### config.mk
export PLATFORM = sky130hd
export DESIGN_NAME = instruction_sequencer_flat
export DESIGN_NICKNAME = d
export VERILOG_FILES = /design/src/rtl/instruction_sequencer_if.sv /design/src/rtl/instruction_sequencer.sv /design/src/flat_wrapper.sv
export SDC_FILE = /design/constraint.sdc
export NUM_CORES = 1
export LEC_CHECK = 0
export ABC_AREA = 1
export CAP_MARGIN = 0
export CORE_ASPECT_RATIO = 2
export CORE_MARGIN = 3
export CORE_UTILIZATION = 56
export DETAILED_ROUTE_END_ITERATION = 12
export GPL_TIMING_DRIVEN = 0
export HOLD_SLACK_MARGIN = 0.02
export PLACE_DENSITY = 0.84
export SLEW_MARGIN = 0
export SYNTH_ARGS = -nofsm -noshare
export SYNTH_HDL_FRONTEND = slang
export SYNTH_SLANG_ARGS = --single-unit
export TNS_END_PERCENT = 5
### constraint.sdc
create_clock -name clk -period 5.85 [get_ports clk]
set_clock_uncertainty 0.15 [all_clocks]
set_input_delay 1.17 -clock clk [delete_from_list [all_inputs] [get_ports clk]]
set_output_delay 1.17 -clock clk [all_outputs]
set_load 0.05 [all_outputs]
### src/rtl/instruction_sequencer_if.sv
// Instruction memory read port plus the start/busy handshake towards the core.
interface instruction_sequencer_if #(
  parameter int INSTR_WIDTH = 32,
  parameter int ADDR_WIDTH  = 8
);
  logic [ADDR_WIDTH-1:0]  memAddr;
  logic                   memReadEnable;
  logic [INSTR_WIDTH-1:0] memData;
  logic [INSTR_WIDTH-1:0] instructionOut;
  logic                   coreStart;
  logic                   coreBusy;

  modport master (
    output memAddr, memReadEnable, instructionOut, coreStart,
    input  memData, coreBusy
  );

  modport slave (
    input  memAddr, memReadEnable, instructionOut, coreStart,
    output memData, coreBusy
  );
endinterface

### src/rtl/instruction_sequencer.sv
// Fetch-and-issue front end: walks pc through a synchronous-read instruction
// memory, issues each word to the core with a start pulse and prefetches the next.
module instruction_sequencer #(
  parameter int                     INSTR_WIDTH = 32,
  parameter int                     ADDR_WIDTH  = 8,
  parameter logic [INSTR_WIDTH-1:0] HALT_INSTR  = {INSTR_WIDTH{1'b0}},
  parameter int                     ACK_TIMEOUT = 4
) (
  input  logic                  clk,
  input  logic                  reset,
  input  logic                  run,
  input  logic [ADDR_WIDTH-1:0] startAddr,
  instruction_sequencer_if.master bus,
  output logic                  running,
  output logic                  done,
  output logic                  error,
  output logic [ADDR_WIDTH-1:0] pc,
  output logic [15:0]           retired
);

  localparam int CW = $clog2(ACK_TIMEOUT + 1);
  localparam logic [CW-1:0] TIMEOUT_C = CW'(ACK_TIMEOUT);

  typedef enum logic [2:0] {
    IDLE     = 3'd0,
    FETCH    = 3'd1,
    WAIT_MEM = 3'd2,
    ISSUE    = 3'd3,
    EXEC     = 3'd4,
    DONE     = 3'd5
  } state_t;

  state_t                 state_r;
  logic [ADDR_WIDTH-1:0]  pc_r;
  logic [ADDR_WIDTH-1:0]  mem_addr_r;
  logic                   mem_re_r;
  logic [INSTR_WIDTH-1:0] instr_r;
  logic [INSTR_WIDTH-1:0] pref_r;
  logic                   pref_pending_r;
  logic                   busy_seen_r;
  logic [CW-1:0]          tmo_cnt_r;
  logic                   core_start_r;
  logic                   running_r;
  logic                   done_r;
  logic                   error_r;
  logic [15:0]            retired_r;

  logic [ADDR_WIDTH-1:0]  pc_adv_s;
  logic [INSTR_WIDTH-1:0] pref_s;

  // Prefetch bypass: the word landing this cycle is usable by the completion decision.
  always_comb begin
    pc_adv_s = pc_r;
    pref_s   = pref_r;
    if (pref_pending_r) begin
      pc_adv_s = pc_r + ADDR_WIDTH'(1);
      pref_s   = bus.memData;
    end else begin
      pc_adv_s = pc_r;
      pref_s   = pref_r;
    end
  end

  // Sequencer FSM; every output is registered alongside the state it belongs to.
  always_ff @(posedge clk or negedge reset) begin
    if (!reset) begin
      state_r        <= IDLE;
      pc_r           <= {ADDR_WIDTH{1'b0}};
      mem_addr_r     <= {ADDR_WIDTH{1'b0}};
      mem_re_r       <= 1'b0;
      instr_r        <= {INSTR_WIDTH{1'b0}};
      pref_r         <= {INSTR_WIDTH{1'b0}};
      pref_pending_r <= 1'b0;
      busy_seen_r    <= 1'b0;
      tmo_cnt_r      <= {CW{1'b0}};
      core_start_r   <= 1'b0;
      running_r      <= 1'b0;
      done_r         <= 1'b0;
      error_r        <= 1'b0;
      retired_r      <= 16'd0;
    end else begin
      core_start_r <= 1'b0;
      mem_re_r     <= 1'b0;
      case (state_r)
        IDLE: begin
          if (run) begin
            state_r    <= FETCH;
            pc_r       <= startAddr;
            retired_r  <= 16'd0;
            error_r    <= 1'b0;
            mem_re_r   <= 1'b1;
            mem_addr_r <= startAddr;
            running_r  <= 1'b1;
            done_r     <= 1'b0;
          end else begin
            running_r <= 1'b0;
            done_r    <= 1'b0;
          end
        end
        FETCH: begin
          state_r <= WAIT_MEM;
        end
        WAIT_MEM: begin
          instr_r <= bus.memData;
          pc_r    <= pc_r + ADDR_WIDTH'(1);
          if (bus.memData == HALT_INSTR) begin
            state_r   <= DONE;
            running_r <= 1'b0;
            done_r    <= 1'b1;
          end else begin
            state_r      <= ISSUE;
            core_start_r <= 1'b1;
            mem_re_r     <= 1'b1;
            mem_addr_r   <= pc_r + ADDR_WIDTH'(1);
          end
        end
        ISSUE: begin
          busy_seen_r    <= 1'b0;
          tmo_cnt_r      <= {CW{1'b0}};
          pref_pending_r <= 1'b1;
          state_r        <= EXEC;
        end
        EXEC: begin
          if (pref_pending_r) begin
            pref_r         <= bus.memData;
            pref_pending_r <= 1'b0;
            pc_r           <= pc_adv_s;
          end
          if (bus.coreBusy) begin
            busy_seen_r <= 1'b1;
          end
          // error is raised one cycle ahead of the move to DONE
          if (tmo_cnt_r == TIMEOUT_C) begin
            state_r   <= DONE;
            running_r <= 1'b0;
            done_r    <= 1'b1;
          end else if (!busy_seen_r && !bus.coreBusy) begin
            tmo_cnt_r <= tmo_cnt_r + CW'(1);
            if ((tmo_cnt_r + CW'(1)) == TIMEOUT_C) begin
              error_r <= 1'b1;
            end
          end else if (busy_seen_r && !bus.coreBusy) begin
            if (retired_r != 16'hFFFF) begin
              retired_r <= retired_r + 16'd1;
            end
            if (pref_s == HALT_INSTR) begin
              state_r   <= DONE;
              running_r <= 1'b0;
              done_r    <= 1'b1;
            end else begin
              instr_r      <= pref_s;
              state_r      <= ISSUE;
              core_start_r <= 1'b1;
              mem_re_r     <= 1'b1;
              mem_addr_r   <= pc_adv_s;
            end
          end
        end
        DONE: begin
          if (!run) begin
            state_r <= IDLE;
            done_r  <= 1'b0;
          end
        end
        default: begin
          state_r   <= IDLE;
          running_r <= 1'b0;
          done_r    <= 1'b0;
        end
      endcase
    end
  end

  assign bus.memAddr        = mem_addr_r;
  assign bus.memReadEnable  = mem_re_r;
  assign bus.instructionOut = instr_r;
  assign bus.coreStart      = core_start_r;
  assign running            = running_r;
  assign done               = done_r;
  assign error              = error_r;
  assign pc                 = pc_r;
  assign retired            = retired_r;

endmodule

### src/flat_wrapper.sv
// flat-port wrapper written by rule: the top's interface ports become plain ports
module instruction_sequencer_flat 
#(
  parameter int                     INSTR_WIDTH = 32,
  parameter int                     ADDR_WIDTH  = 8,
  parameter logic [INSTR_WIDTH-1:0] HALT_INSTR  = {INSTR_WIDTH{1'b0}},
  parameter int                     ACK_TIMEOUT = 4
)
  (clk, reset, run, startAddr, running, done, error, pc, retired, bus_memAddr, bus_memReadEnable, bus_instructionOut, bus_coreStart, bus_memData, bus_coreBusy);
  instruction_sequencer_if #(.INSTR_WIDTH(INSTR_WIDTH), .ADDR_WIDTH(ADDR_WIDTH)) bus_i ();
  input  logic clk;
  input  logic reset;
  input  logic run;
  input  logic [ADDR_WIDTH-1:0] startAddr;
  output logic running;
  output logic done;
  output logic error;
  output logic [ADDR_WIDTH-1:0] pc;
  output logic [15:0] retired;
  output wire logic [$bits(bus_i.memAddr)-1:0] bus_memAddr;
  output wire logic [$bits(bus_i.memReadEnable)-1:0] bus_memReadEnable;
  output wire logic [$bits(bus_i.instructionOut)-1:0] bus_instructionOut;
  output wire logic [$bits(bus_i.coreStart)-1:0] bus_coreStart;
  input wire logic [$bits(bus_i.memData)-1:0] bus_memData;
  input wire logic [$bits(bus_i.coreBusy)-1:0] bus_coreBusy;
  assign bus_memAddr = bus_i.memAddr;
  assign bus_memReadEnable = bus_i.memReadEnable;
  assign bus_instructionOut = bus_i.instructionOut;
  assign bus_coreStart = bus_i.coreStart;
  assign bus_i.memData = bus_memData;
  assign bus_i.coreBusy = bus_coreBusy;
  instruction_sequencer #(.INSTR_WIDTH(INSTR_WIDTH), .ADDR_WIDTH(ADDR_WIDTH), .HALT_INSTR(HALT_INSTR), .ACK_TIMEOUT(ACK_TIMEOUT)) u_core (.clk(clk), .reset(reset), .run(run), .startAddr(startAddr), .bus(bus_i), .running(running), .done(done), .error(error), .pc(pc), .retired(retired));
endmodule
==> results.cfg, run 1 <==
[worst_setup_path]
timing.rr.start = u_core.retired[0]
worstPathArrival_ns = 1.71
required_ns = 4.53
crit_path_end_kind = output pin
path_cells = clkdlybuf4s50_1
crit_family = buffers and inverters
r2r_slack_ns = 3.32
slowest_stage = clkdlybuf4s50_1
worstSetupPathType = flip-flop to output pin
critPathMaxFanout = 7
rr_worst_depth = 8
r2r_end = u_core.retired[7]
cp-start-kind = flip-flop
worst-path-buf-inv = 1
cpPeakStageDelay_ns = 0.86

[yosys]
syn_area_mm2 = 0.00613
synth.most_common_cell = nand2_1
yosys_warnings = 0
ys_top_cells_by_area = dfrtp_1, nand2_1, o21ai_0
synth_nets = 893
ys_async_sr_fraction = 1.00
avgSynthCellArea_um2 = 7.27
synth_edf_count = 0
syn_inst = 844
synth.largest_area_cell = dfrtp_1
synth-main-ff-cell = dfrtp_1
synth_seq_cells = 109
netlist.area_leader.share = 0.445
synth_top_cells_by_count = nand2_1, dfrtp_1, inv_1
yosysUniqueCellTypes = 36
ys_seq_area_frac = 0.445

[cts]
postCtsResizedCells = 0
cts_tree = yes
numCtsBuffers = 9
cts.path.max_buffers = 2
cts_setup_buffers = 0
hold_buffers = 0
clk_latency_ns = 0.35
numClockSinks = 109
cts-root-buf = clkbuf_16
htreeDepth = 3
clk_pin_slew_ns = 0.07

[sta]
rsz0062_at_grt = no
fmax_mhz = 330
tns_ns = 0
finalCriticalPeriod_ns = 3.03
slew_headroom = 0.449
setup_violations = 0
final-hold-violation-count = 0
period_share = 0.518
fin_hold_ws_ns = 0.319
final_max_slew_viol_count = 0
worst_slew_pin_slew_ns = 0.827

[hold_path]
hold_end = u_core.bus.instructionOut[19]
holdCritStartpoint = u_core.bus.instructionOut[19]
hp-class = flip-flop to flip-flop
min_delay_path_depth = 2

[die]
io_pins = 113
die_w_um = 80
dieArea_mm2 = 0.0123
die_height_um = 154
start_util = 0.578
core_mm2 = 0.0106
rows = 53

[placed_design]
finalWeightedCongestion = 0.915
io_buffers = 112
place_hpwl_um = 13400

[outcome]
run_status = completed

[route]
post_drt_wl_per_cell_um = 15.9
drt-initial-drc-count = 380
num_vias = 6099
route.detailed.drc = 0
ant_nets = 0
drtPass1Iterations = 5
viasPerCell = 5.49
finalWirelength_um = 17700

[pwr]
vdd_ir_drop_max_uv = 282
power_leakage_nw = 3.79
power.density_mw_per_mm2 = 563

[finish]
nets = 1017
antennaDiodeCount = 0
drive_gt1_frac = 0.0627
area_delta_synth_final_pct = 26.0
num-fill-cells = 906

[global_routing]
grt_pass1_vias = 5932
antenna_found_initial = 0
grt_overflow = 0
grt_usage = 0.297
grt_pass1_wl_um = 28400
grt_max_degree = 64

[flow_run]
maxCapViolations = 0
==> cell families after synthesis <==
group | share of synthesized area
DFF | 0.445
and+or+nand+nor | 0.330
buffers and inverters | 0.0987
AOI/OAI and AO/OA | 0.0993
adders and majority gates | 0.0102
xor gates and xnor gates | 0.0171
==> layout by cell type, fill, tap and decap left out, drive strengths merged, types with 11 or more instances in the layout <==
cell type,n
xor2,11
clkbuf,29
nand4,47
or2,12
nand3,53
dfrtp,109
clkdlybuf4s50,111
inv,102
buf,22
nand2,293
nor2,50
o21ai,86
==> worst reg2reg max path, cell delays in order, from the launching register on <==
cell and delay [ns]:
dfrtp_1 0.46, ha_1 0.25, nand3_1 0.12, nor3_1 0.58
nand3_1 0.18, nand2_2 0.25, buf_2 0.29, nand2_1 0.09
o31ai_1 0.07
==> report_power, final <==
part / switching, mW / internal, mW
sequential: 0.176 / 1.08
clock: 0.291 / 0.292
combinational: 1.72 / 0.798
==> registers in the layout (all words and copies together), names as in the netlist, 3 cells and up <==
register / cells
u_core.retired: 16
u_core.bus.instructionOut: 32
u_core.tmo_cnt_r: 3
u_core.pref_r: 32
u_core.state_r: 3
u_core.pc: 8
u_core.bus.memAddr: 8
==> layer usage <==
metal,GRT usage,vias to the layer above,share of wire
met5,0,-,0
met4,0.197,0,0.065
met3,0.0404,76,0.045
met2,0.525,237,0.54
met1,0.318,2815,0.35
li1,-,2971,-
==> worst max path at each step <==
stage                                              end  depth (start not counted)  slack (ns)         startpoint
after CTS                                   retired[8]                          1        2.81  u_core.retired[8]
final                                       retired[8]                          1        2.82  u_core.retired[8]
after global routing      u_core.bus.instructionOut[6]                         13        2.76    bus_memData[28]
after detailed placement  u_core.bus.instructionOut[6]                         13        2.54    bus_memData[28]
after floorplan           u_core.bus.instructionOut[0]                         12        3.43    bus_memData[24]
after global placement               u_core.retired[2]                          1       -0.71              reset
==> metrics by stage <==
stage | util | power [mW] | cells | setup slack [ns] | area (µm²)
5_1_grt | 0.728 | 4.65 | 1110 | 2.76 | 7730
3_5_place_dp | 0.702 | 3.77 | 1094 | 2.54 | 7450
4_1_cts | 0.728 | 4.36 | 1110 | 2.81 | 7730
2_1_floorplan | - | 2.98 | 844 | 3.43 | 6130
3_3_place_gp | 0.700 | 3.73 | 1093 | -0.710 | 7430
6_report | 0.728 | 4.35 | 1110 | 2.82 | 7730
==> final cells by class <==
class | count | area [µm²] | area share
clock inverter | 6 | 48.8 | 0.00631
clock buffer | 10 | 229 | 0.0296
inverter | 102 | 385 | 0.0499
multi-input combinational | 594 | 2800 | 0.362
sequential | 109 | 2730 | 0.353
buffer | 39 | 220 | 0.0285
tap | 137 | 171 | 0.0222
timing repair buffer | 113 | 1150 | 0.148
No activity file was read; power rests on OpenSTA's default activity.
==> run 2: changes to the inputs <==
--- a/config.mk
+++ b/config.mk
@@ -9,11 +9,11 @@
 export CAP_MARGIN = 0
 export CORE_ASPECT_RATIO = 2
 export CORE_MARGIN = 3
-export CORE_UTILIZATION = 56
+export CORE_UTILIZATION = 48
 export DETAILED_ROUTE_END_ITERATION = 12
 export GPL_TIMING_DRIVEN = 0
 export HOLD_SLACK_MARGIN = 0.02
-export PLACE_DENSITY = 0.84
+export PLACE_DENSITY = 0.76
 export SLEW_MARGIN = 0
 export SYNTH_ARGS = -nofsm -noshare
 export SYNTH_HDL_FRONTEND = slang
==> constraint.sdc (replaced) <==
create_clock -name clk -period 2.6 [get_ports clk]
set_clock_uncertainty 0.15 [all_clocks]
set_input_delay 0.52 -clock clk [delete_from_list [all_inputs] [get_ports clk]]
set_output_delay 0.52 -clock clk [all_outputs]
set_load 0.05 [all_outputs]
==> results.cfg, run 2 (synthesized netlist as in run 1, its figures left out) <==
[cts]
clk_latency_ns = 0.35
cts.path.max_buffers = 2
hold_buffers = 0
numClockSinks = 109
postCtsResizedCells = 0
numCtsBuffers = 9
cts-root-buf = clkbuf_16
cts_setup_buffers = 0
cts_tree = yes
clk_pin_slew_ns = 0.08
htreeDepth = 3

[pwr]
power_frac_clock = 0.137
power.internal_mw = 4.91
seqPwrFrac = 0.288
p_comb_frac = 0.575
switching_share = 0.500
power_leakage_nw = 3.80
vdd_ir_drop_max_uv = 770
switchingPower_mw = 4.90
power.density_mw_per_mm2 = 1270

[worst_setup_path]
worstPathArrival_ns = 2.53
path_cells = nor2_1 > nand2_2 > inv_1 > buf_6 > buf_2 > clkbuf_1 > o21ai_0 > nand4_1 > nand2_1
cp_num_cells = 9
cp-start-kind = flip-flop
cpPeakStageDelay_ns = 0.53
rr_worst_depth = 9
required_ns = 2.70
crit_family = buffers and inverters
worst-path-buf-inv = 4
worstSetupPathType = flip-flop to flip-flop
r2r_slack_ns = 0.16
timing.rr.start = u_core.state_r[1]
crit_path_end_kind = flip-flop
r2r_end = u_core.bus.instructionOut[1]
critPathMaxFanout = 10
slowest_stage = clkbuf_1

[finish]
area_delta_synth_final_pct = 26.4
nets = 1017
final-seq-area_mm2 = 0.00273
layoutNonFillerInstCount = 1119
num-fill-cells = 1129
antennaDiodeCount = 0
multi_input_area_mm2 = 0.00281
mostFrequentLayoutCell = nand2_1
utilization = 0.628
drive_gt1_frac = 0.0638
final_cell_mix = nand2_1, clkdlybuf4s50_1, dfrtp_1

[sta]
fin_hold_ws_ns = 0.00209
fin_ws_ns = 0.163
final_max_slew_viol_count = 0
fmax_mhz = 410
period_share = 0.937
slew_headroom = 0.571
finalCriticalPeriod_ns = 2.44
final-hold-violation-count = 0
rsz0062_at_grt = no
worst_slew_pin_slew_ns = 0.644
setup_violations = 0

[global_routing]
antenna_found_initial = 0
grt_pass1_vias = 5828
grt_max_degree = 70
grt_pass1_wl_um = 28800
grt_usage = 0.255
grt_overflow = 0

[die]
rows = 57
dieArea_mm2 = 0.0143
die_w_um = 85.9
io_pins = 113
core_mm2 = 0.0123
die_height_um = 166
start_util = 0.497

[flow_run]
maxCapViolations = 0

[route]
viasPerCell = 5.35
drtPass1Iterations = 5
num_vias = 5989
finalWirelength_um = 17900
ant_nets = 0
post_drt_wl_per_cell_um = 16.0
drt-initial-drc-count = 293
route.detailed.drc = 0

[outcome]
run_status = completed

[placed_design]
place_hpwl_um = 13600
finalWeightedCongestion = 0.890
io_buffers = 112
post-place-ws_ns = -0.108
placed_cells = 1104

[hold_path]
hp-class = primary input to asynchronous set/reset pin
## run 2: changes by cell type in the layout (fill, tap and decap cells not counted), sizes merged
cell,before,now
clkinvlp,3,0
inv,102,103
clkinv,3,4
## run 2: metrics by stage
| step | cell area [µm²] | total power [mW] | TNS, ns |
|---|---|---|---|
| final | 7750 | 9.81 | 0 |
| after global routing | 7750 | 10.5 | 0 |
| after CTS | 7750 | 9.85 | 0 |
| after detailed placement | 7460 | 8.51 | -2.01 |
| after global placement | 7440 | 8.41 | -370.84 |
| after floorplan | 6130 | 6.71 | 0 |
## run 2: layer usage
layer,routed length (µm),track usage
met1,6440,0.276
met4,683,0.113
met2,9950,0.476
met3,787,0.0333
met5,0,0
## run 2: layout make-up
| class | count | area share |
|---|---|---|
| multi-input cells | 594 | 0.362 |
| inverters | 102 | 0.0497 |
| clock buffers | 10 | 0.0308 |
| repair buffers | 113 | 0.148 |
| well taps | 147 | 0.0237 |
| clock inverters | 5 | 0.00565 |
| plain buffers | 39 | 0.0284 |
| flip-flops and latches | 109 | 0.352 |
## run 2: power by group through the flow
stage / sequential (mW) / combinational [mW] / clock (mW)
detailed placement: 2.85 / 5.66 / 0
finish: 2.83 / 5.64 / 1.34
global route: 2.91 / 6.18 / 1.43
global placement: 2.84 / 5.57 / 0
floorplan: 4.17 / 2.54 / 0
CTS: 2.82 / 5.67 / 1.35
## run 2: worst max path at each step
stage | slack, ns | endpoint | start
floorplan | 0.34 | u_core.retired[8] | u_core.retired[0]
detailed placement | -0.11 | u_core.running | bus_memData[18]
finish | 0.16 | u_core.bus.instructionOut[1] | u_core.state_r[1]
CTS | 0.10 | u_core.retired[14] | u_core.retired[0]
global route | 0.01 | u_core.bus.instructionOut[1] | u_core.state_r[1]
global placement | -3.41 | u_core.bus.instructionOut[26] | reset
==> run 3: changes to the inputs <==
--- a/config.mk
+++ b/config.mk
@@ -5,11 +5,11 @@
 export SDC_FILE = /design/constraint.sdc
 export NUM_CORES = 1
 export LEC_CHECK = 0
-export ABC_AREA = 1
 export CAP_MARGIN = 0
 export CORE_ASPECT_RATIO = 2
 export CORE_MARGIN = 3
-export CORE_UTILIZATION = 48
+export CORE_UTILIZATION = 47
+export CTS_CLUSTER_SIZE = 14
 export DETAILED_ROUTE_END_ITERATION = 12
 export GPL_TIMING_DRIVEN = 0
 export HOLD_SLACK_MARGIN = 0.02
==> results.cfg, run 3 <==
[outcome]
run_status = finished, violations left
violations = negative setup slack

[worst_setup_path]
worstSetupPathType = primary input to flip-flop
crit_path_end_kind = flip-flop
slowest_stage = or4_4
cp-start-kind = primary input
cpPeakStageDelay_ns = 0.46
critPathMaxFanout = 5
required_ns = 2.68
path_cells = clkdlybuf4s50_1 > or4_4 > o21ai_2 > nand4_1 > o31ai_4 > buf_4 > buf_6 > o311ai_4 > mux2_2
worstPathArrival_ns = 2.77

[pwr]
power.density_mw_per_mm2 = 1350
power_mw = 10.1
vdd_ir_drop_max_uv = 1020
power_leakage_nw = 3.28

[yosys]
ys_async_sr_fraction = 1.00
netlist.area_leader.share = 0.502
ys_top_cells_by_area = dfrtp_1, mux2_2, nand2_1
syn_inst = 534
synth_edf_count = 0
avgSynthCellArea_um2 = 10.2
synth_top_cells_by_count = nand2_1, dfrtp_1, mux2_2
synth_seq_cells = 109
synth_nets = 583
synth.largest_area_cell = dfrtp_1
yosys_warnings = 0
yosysUniqueCellTypes = 51
synth-main-ff-cell = dfrtp_1
synth.most_common_cell = nand2_1
ys_seq_area_frac = 0.502
syn_area_mm2 = 0.00544

[route]
viasPerCell = 5.64
route.detailed.drc = 0
post_drt_wl_per_cell_um = 18.9
drt-initial-drc-count = 304
drtPass1Iterations = 5
ant_nets = 0
num_vias = 4610
finalWirelength_um = 15500

[cts]
numCtsBuffers = 9
clk_latency_ns = 0.35
cts-root-buf = clkbuf_16
cts.path.max_buffers = 2
clk_pin_slew_ns = 0.07
cts_tree = yes
numClockSinks = 109
htreeDepth = 3

[die]
start_util = 0.482
die_height_um = 158
io_pins = 113
rows = 55
core_mm2 = 0.0113
dieArea_mm2 = 0.0130
die_w_um = 82.1

[global_routing]
grt_max_degree = 57
grt_overflow = 0
antenna_found_initial = 0
grt_pass1_vias = 4925
grt_pass1_wl_um = 24400
grt_usage = 0.249

[sta]
fin_ws_ns = -0.0863
final-hold-violation-count = 0
final_max_slew_viol_count = 0
fin_hold_ws_ns = 0.0799
setup_violations = 37
rsz0062_at_grt = yes
period_share = 1.03
slew_headroom = 0.470
fmax_mhz = 372
worst_slew_pin_slew_ns = 0.791
finalCriticalPeriod_ns = 2.69

[finish]
drive_gt1_frac = 0.212
layoutNonFillerInstCount = 817
area_delta_synth_final_pct = 37.5
nets = 719
final_cell_mix = nand2_1, dfrtp_1, clkdlybuf4s50_1
antennaDiodeCount = 0
num-fill-cells = 915
mostFrequentLayoutCell = nand2_1

[placed_design]
placed_cells = 789
io_buffers = 112
post-place-ws_ns = -0.728
finalWeightedCongestion = 0.902
place_hpwl_um = 11200

[flow_run]
maxCapViolations = 0

[hold_path]
hp-class = primary input to asynchronous set/reset pin
==> run 3: changes by cell type after synthesis, moves of 9 or more <==
cell     change
o21ai_0     -53
nand4_1     -39
or4_1       +16
o21ai_1      -9
mux2_2      +46
mux2_1      +30
inv_1       -90
xor2_1      -11
nand2_1    -170
nor2_1      -22
a21oi_1     +11
nand3_1     -43
or2_2       -11
==> run 3: logic make-up after synthesis <==
logic type,Yosys count,synth area share
XOR/XNOR,9,0.0145
adder cells (fa/ha/maj),5,0.0115
buffers and inverters,35,0.0251
flip-flops,109,0.502
AO/OA/AOI/OAI,76,0.0955
multiplexers,81,0.167
AND/OR/NAND/NOR,219,0.185
==> run 3: where the power goes <==
part | internal, mW | switching, mW
combinational | 2.43 | 3.23
clock | 0.771 | 0.659
sequential | 2.45 | 0.587
total | 5.64 | 4.47
==> run 3: final timing paths <==
path | start | to | slack (ns) | depth (start not counted)
worst min register to register | u_core.bus.instructionOut[9] | u_core.bus.instructionOut[9] | 0.34 | 1
worst max register to register | u_core.pref_r[7] | u_core.bus.memAddr[3] | -0.07 | 8
worst max-delay path | bus_memData[5] | u_core.bus.memAddr[3] | -0.09 | 9
max in group asynchronous | reset | u_core.bus.memAddr[1] | 1.51 | 2
min in group clk | bus_memData[11] | u_core.pref_r[11] | 0.34 | 2
worst min-delay path | reset | u_core.retired[12] | 0.08 | 1
==> run 3: worst max-delay path, delay by kind of cell <==
kind | cells | cell delay, ns
compound gates | 3 | 0.56
simple gates | 2 | 0.63
mux | 1 | 0.32
buf+inv | 3 | 0.73
==> run 3: repair_timing <==
action                                  CTS  global route
hold buffers                              0             0
hold endpoints to repair                  0             0
setup buffers                            11             0
cloned                                    3             0
endpoints found under the setup margin   46            86
gates resized for setup                  97            17
pin swaps                                15             3
==> run 3: metrics by stage <==
stage,setup TNS [ns],util,area [µm²]
5_1_grt,-4.23,0.662,7480
2_1_floorplan,0,-,5440
6_report,-1.97,0.662,7480
3_3_place_gp,-383.42,0.597,6740
3_5_place_dp,-29.83,0.599,6760
4_1_cts,-0.628,0.660,7450
==> run 3: layer usage <==
layer | vias up | GRT usage | routed length (µm)
met2 | 131 | 0.471 | 8960
met4 | 0 | 0.150 | 840
li1 | 2170 | - | -
met3 | 46 | 0.0353 | 503
met5 | - | 0 | 0
met1 | 2263 | 0.245 | 5180
==> run 3: cell type report <==
class	count	area [µm²]	area share
flip-flops and latches	109	2730	0.365
clock buffers	10	229	0.0306
multi-input cells	391	2830	0.379
inverters	9	33.8	0.00452
plain buffers	24	136	0.0182
repair buffers	126	1260	0.169
clock inverters	6	78.8	0.0105
well taps	142	178	0.0238
